### config.mk
export PLATFORM = sky130hd
export DESIGN_NAME = layer_mixer
export DESIGN_NICKNAME = d
export VERILOG_FILES = /design/src/rtl/layer_mixer.sv
export SDC_FILE = /design/constraint.sdc
export NUM_CORES = 1
export LEC_CHECK = 0
export CAP_MARGIN = 20
export CORE_ASPECT_RATIO = 0.9
export CORE_MARGIN = 2
export CORE_UTILIZATION = 57
export DETAILED_ROUTE_END_ITERATION = 8
export PLACE_DENSITY = 0.91
export SYNTH_ARGS = -nofsm -noshare
export SYNTH_HDL_FRONTEND = slang
export SYNTH_SLANG_ARGS = --single-unit
### constraint.sdc
create_clock -name pixel_clock -period 2.95 [get_ports pixel_clock]
set_input_delay 0.295 -clock pixel_clock [delete_from_list [all_inputs] [get_ports pixel_clock]]
set_output_delay 0.295 -clock pixel_clock [all_outputs]
set_load 0.03 [all_outputs]
### src/rtl/layer_mixer.sv
// Layer compositor: one pixel per clock, fixed NUM_LAYERS+1 cycle latency, no backpressure.
// Stage k applies layer NUM_LAYERS-1-k over the accumulator; mode/bg changes land only at vsync.
module layer_mixer #(
  parameter int NUM_LAYERS  = 4,
  parameter int COLOR_WIDTH = 8
) (
  input  logic                                  pixel_clock,
  input  logic                                  reset,
  input  logic                                  video_enable_in,
  input  logic                                  hsync_start_in,
  input  logic                                  vsync_start_in,
  input  logic [NUM_LAYERS*3*COLOR_WIDTH-1:0]   layer_rgb,
  input  logic [NUM_LAYERS-1:0]                 layer_on,
  input  logic                                  cfg_valid,
  input  logic [2*NUM_LAYERS-1:0]               cfg_mode,
  input  logic [3*COLOR_WIDTH-1:0]              cfg_bg,
  output logic                                  cfg_pending,
  output logic [3*COLOR_WIDTH-1:0]              video_rgb,
  output logic                                  video_enable,
  output logic                                  hsync_start,
  output logic                                  vsync_start
);

  localparam int CW = COLOR_WIDTH;
  localparam int PW = 3 * COLOR_WIDTH;
  localparam int LW = PW + 3;  // {mode[1:0], on, rgb}

  logic [2*NUM_LAYERS-1:0] act_mode, pend_mode;
  logic [PW-1:0]           act_bg, pend_bg;

  always_ff @(posedge pixel_clock) begin
    if (reset) begin
      act_mode    <= {NUM_LAYERS{2'b01}};
      act_bg      <= '0;
      pend_mode   <= '0;
      pend_bg     <= '0;
      cfg_pending <= 1'b0;
    end else if (cfg_valid && vsync_start_in) begin
      act_mode    <= cfg_mode;
      act_bg      <= cfg_bg;
      cfg_pending <= 1'b0;
    end else if (cfg_valid) begin
      pend_mode   <= cfg_mode;
      pend_bg     <= cfg_bg;
      cfg_pending <= 1'b1;
    end else if (vsync_start_in && cfg_pending) begin
      act_mode    <= pend_mode;
      act_bg      <= pend_bg;
      cfg_pending <= 1'b0;
    end
  end

  // Each layer travels with the mode that was active when its pixel entered stage 0.
  logic [LW-1:0] tap [NUM_LAYERS];

  for (genvar i = 0; i < NUM_LAYERS; i++) begin : g_layer
    localparam int D = NUM_LAYERS - 1 - i;
    logic [LW-1:0] cur;
    assign cur = {act_mode[2*i +: 2], layer_on[i], layer_rgb[i*PW +: PW]};
    if (D == 0) begin : g_direct
      assign tap[i] = cur;
    end else begin : g_delay
      logic [LW-1:0] sr [D];
      always_ff @(posedge pixel_clock) begin
        if (reset) begin
          for (int j = 0; j < D; j++) sr[j] <= '0;
        end else begin
          sr[0] <= cur;
          for (int j = 1; j < D; j++) sr[j] <= sr[j-1];
        end
      end
      assign tap[i] = sr[D-1];
    end
  end

  function automatic logic [PW-1:0] mix(input logic [LW-1:0] t, input logic [PW-1:0] a);
    logic [CW:0] s;
    mix = a;
    if (t[PW] && (t[LW-1 -: 2] != 2'd0)) begin
      for (int c = 0; c < 3; c++) begin
        s = {1'b0, t[c*CW +: CW]} + {1'b0, a[c*CW +: CW]};
        case (t[LW-1 -: 2])
          2'd1:    mix[c*CW +: CW] = t[c*CW +: CW];
          2'd2:    mix[c*CW +: CW] = s[CW:1];
          default: mix[c*CW +: CW] = s[CW] ? {CW{1'b1}} : s[CW-1:0];
        endcase
      end
    end
  endfunction

  logic [PW-1:0] acc [NUM_LAYERS];
  logic [2:0]    sp  [NUM_LAYERS];  // {enable, hsync, vsync}

  always_ff @(posedge pixel_clock) begin
    if (reset) begin
      for (int k = 0; k < NUM_LAYERS; k++) begin
        acc[k] <= '0;
        sp[k]  <= '0;
      end
      video_rgb    <= '0;
      video_enable <= 1'b0;
      hsync_start  <= 1'b0;
      vsync_start  <= 1'b0;
    end else begin
      acc[0] <= mix(tap[NUM_LAYERS-1], act_bg);
      sp[0]  <= {video_enable_in, hsync_start_in, vsync_start_in};
      for (int k = 1; k < NUM_LAYERS; k++) begin
        acc[k] <= mix(tap[NUM_LAYERS-1-k], acc[k-1]);
        sp[k]  <= sp[k-1];
      end
      video_rgb    <= sp[NUM_LAYERS-1][2] ? acc[NUM_LAYERS-1] : '0;
      video_enable <= sp[NUM_LAYERS-1][2];
      hsync_start  <= sp[NUM_LAYERS-1][1];
      vsync_start  <= sp[NUM_LAYERS-1][0];
    end
  end

endmodule

==> impl_metrics.json <==
{
  "fmax_mhz": 373,
  "finClkSkew_ns": 0.0212,
  "h-tree-depth": 2,
  "synth_fp_nets": 2044,
  "worstSetupStartpointType": "register",
  "first_pass_iters": 9,
  "leakagePower_nw": 7.90,
  "ant_nets": 0,
  "vias_per_cell": 6.06,
  "grt_max_degree": 146,
  "syn-cell-area_um2": 16300,
  "num-nets-final": 2179,
  "grt_pass1_vias": 13300,
  "hold_path.class": "in2reg",
  "portBuffers": 165,
  "yosys.area.top_type": "dfxtp_1",
  "powerDensity_nw_per_um2": 589,
  "clk_pin_slew_ns": 0.06,
  "synthArstFlopShare": 0,
  "place_hpwl_mm": 29.8,
  "grt_setup_unrepaired": "false",
  "cp.arrival_ns": 3.03,
  "ys_seq_elements": 362,
  "pin_count": 166,
  "die_x_um": 182,
  "clock_latency_ns": 0.52,
  "drv_slew": 0,
  "gr-usage-all-layers": 0.273,
  "routabilityCongestion": 0.967,
  "path_max_fanout": 7,
  "status": "complete, no violations",
  "finalWirelength_mm": 41.9,
  "overflow": 0,
  "ir_drop_uv": 392,
  "final_cell_mix": "dfxtp_1, nor2b_1, nor2_1, clkdlybuf4s50_1, nand2_1",
  "slew_headroom": 0.389,
  "max_stage_delay_ns": 0.52,
  "cp.required_ns": 3.30,
  "post_cts_resized": 0,
  "fp.dieArea_um2": 30000,
  "wl_per_cell_um": 18.1,
  "crit_type": "reg2reg",
  "antenna_found_initial": 4,
  "tns_ns": 0,
  "fin_crit_sh": 0.909,
  "first_iter_violations": 1409,
  "coreArea_um2": 28100,
  "seq_area_frac_synth": 0.444,
  "ys_warn_count": 0,
  "whs_ns": 0.261,
  "die_height_um": 165,
  "tightest_slew_ns": 0.916,
  "syn_avg_cell_area_um2": 9.14,
  "cts_made_buffers": 36,
  "synth_top_flop_cell": "dfxtp_1",
  "holdBufCountCts": 0,
  "grt_pass1_wl_mm": 66.7,
  "cts_tree": "built",
  "hold_viol_final": 0,
  "post_cts_buffers": 0,
  "rows": 58,
  "netlist_instances": 1786,
  "start_util": 0.581,
  "synth_area_leaders": "dfxtp_1, ha_1, nor2b_1, nor2_1, a21oi_1",
  "drv_cap": 0,
  "cts_root_buf": "clkbuf_16",
  "synth_top_area_share": 0.444,
  "drc": 0,
  "slowest_stage": "a21oi_1",
  "synth.distinct_cells": 56,
  "syn2layout_area_growth_pct": 19.6,
  "post_route_cells_drive_above_1_share": 0.0519,
  "clock_path_buffers": 3,
  "synth_edf_count": 0,
  "vias": 14000,
  "crit_chain": "ha_1 -> fa_1 -> a21o_1 -> a221oi_2 -> nand3b_1 -> a21oi_1 -> a2111oi_0",
  "fin_crit_ns": 2.68,
  "end_kind": "register",
  "setup_viol": 0,
  "final_common_cell": "dfxtp_1",
  "clock-sinks": 362
}
## per-stage QoR
stage	util	total power (W)	cells	instance area (um^2)	setup WS [ns]
after detailed placement	0.652	0.00693	2243	18300	0.0547
after floorplan	-	0.00639	1786	16300	0.676
after global routing	0.695	0.0119	2307	19500	0.113
after global placement	0.652	0.00688	2243	18300	0.126
after CTS	0.695	0.0115	2307	19500	0.309
final	0.695	0.0115	2310	19500	0.269
## synthesized netlist by cell type, types with 11 or more instances
| cell | instances |
|---|---|
| a21o_1 | 27 |
| nand3_1 | 18 |
| nand2_1 | 138 |
| a221oi_1 | 52 |
| o21bai_1 | 11 |
| fa_1 | 12 |
| xnor2_1 | 51 |
| nand2b_1 | 15 |
| inv_1 | 29 |
| dfxtp_1 | 362 |
| a211oi_1 | 53 |
| o21ai_0 | 47 |
| a2111oi_0 | 19 |
| clkbuf_1 | 93 |
| ha_1 | 108 |
| xor2_1 | 18 |
| o21a_1 | 16 |
| nor2b_1 | 191 |
| a21oi_1 | 115 |
| nor3_1 | 30 |
| and2_1 | 25 |
| o22ai_1 | 36 |
| nor4_1 | 42 |
| o211ai_1 | 22 |
| nor2_1 | 167 |
## metal layers
layer / part of all wire / vias to the layer above / GRT usage
met5: 0.00064 / - / 0
met1: 0.42 / 6532 / 0.366
met2: 0.45 / 684 / 0.440
met3: 0.090 / 130 / 0.0536
li1: - / 6647 / -
met4: 0.033 / 4 / 0.101
## cell families after synthesis
group,share of synthesized area
and+or+nand+nor,0.198
AOI/OAI and AO/OA,0.192
DFF,0.444
buffers and inverters,0.0295
adders and majority gates,0.0975
xor gates and xnor gates,0.0370
muxes,0.00253
## flip-flops by register name, summed over array words and instances, names as in the netlist
name,cells
pend_mode,8
hsync_start,1
act_bg,24
vsync_start,1
pend_bg,24
sp,12
cfg_pending,1
video_enable,1
video_rgb,24
acc,96
act_mode,8
g_layer.g_delay.sr,162
## power by group
group / total (W) / internal, W / switching, W
clock network: 0.00461 / 0.00272 / 0.00189
logic: 0.00156 / 0.000710 / 0.000846
registers: 0.00533 / 0.00514 / 0.000187
total: 0.0115 / 0.00857 / 0.00293
## worst max-delay path, delay by kind of cell (launching register included)
family,cells,cell delay [ns]
AO/OA/AOI/OAI,4,1.42
adder cells (fa/ha/maj),2,0.63
flip-flops,1,0.32
AND/OR/NAND/NOR,1,0.13
## cell type report
cell class	instances	area (um^2)
Sequential cell	362	7250
Clock buffer	49	1060
Fill cell	1991	8550
Clock inverter	15	155
Antenna cell	3	7.51
Inverter	29	109
Timing Repair Buffer	196	1900
Multi-Input combinational cell	1296	8600
Tap cell	360	450
## path summary, 6_finish.rpt
check,from,end,cells past startpoint,slack (ns)
worst max-delay path,g_layer[0].g_delay.sr[0][70]$_SDFF_PP0_,acc[3][21]$_SDFF_PP0_,7,0.27
worst min-delay path,reset,g_layer[0].g_delay.sr[0][8]$_SDFF_PP0_,2,0.26
worst max register to register,g_layer[0].g_delay.sr[0][70]$_SDFF_PP0_,acc[3][21]$_SDFF_PP0_,7,0.27
worst min register to register,acc[3][13]$_SDFF_PP0_,video_rgb[13]$_SDFF_PP0_,1,0.42
Power figures use the tool's default switching activity.
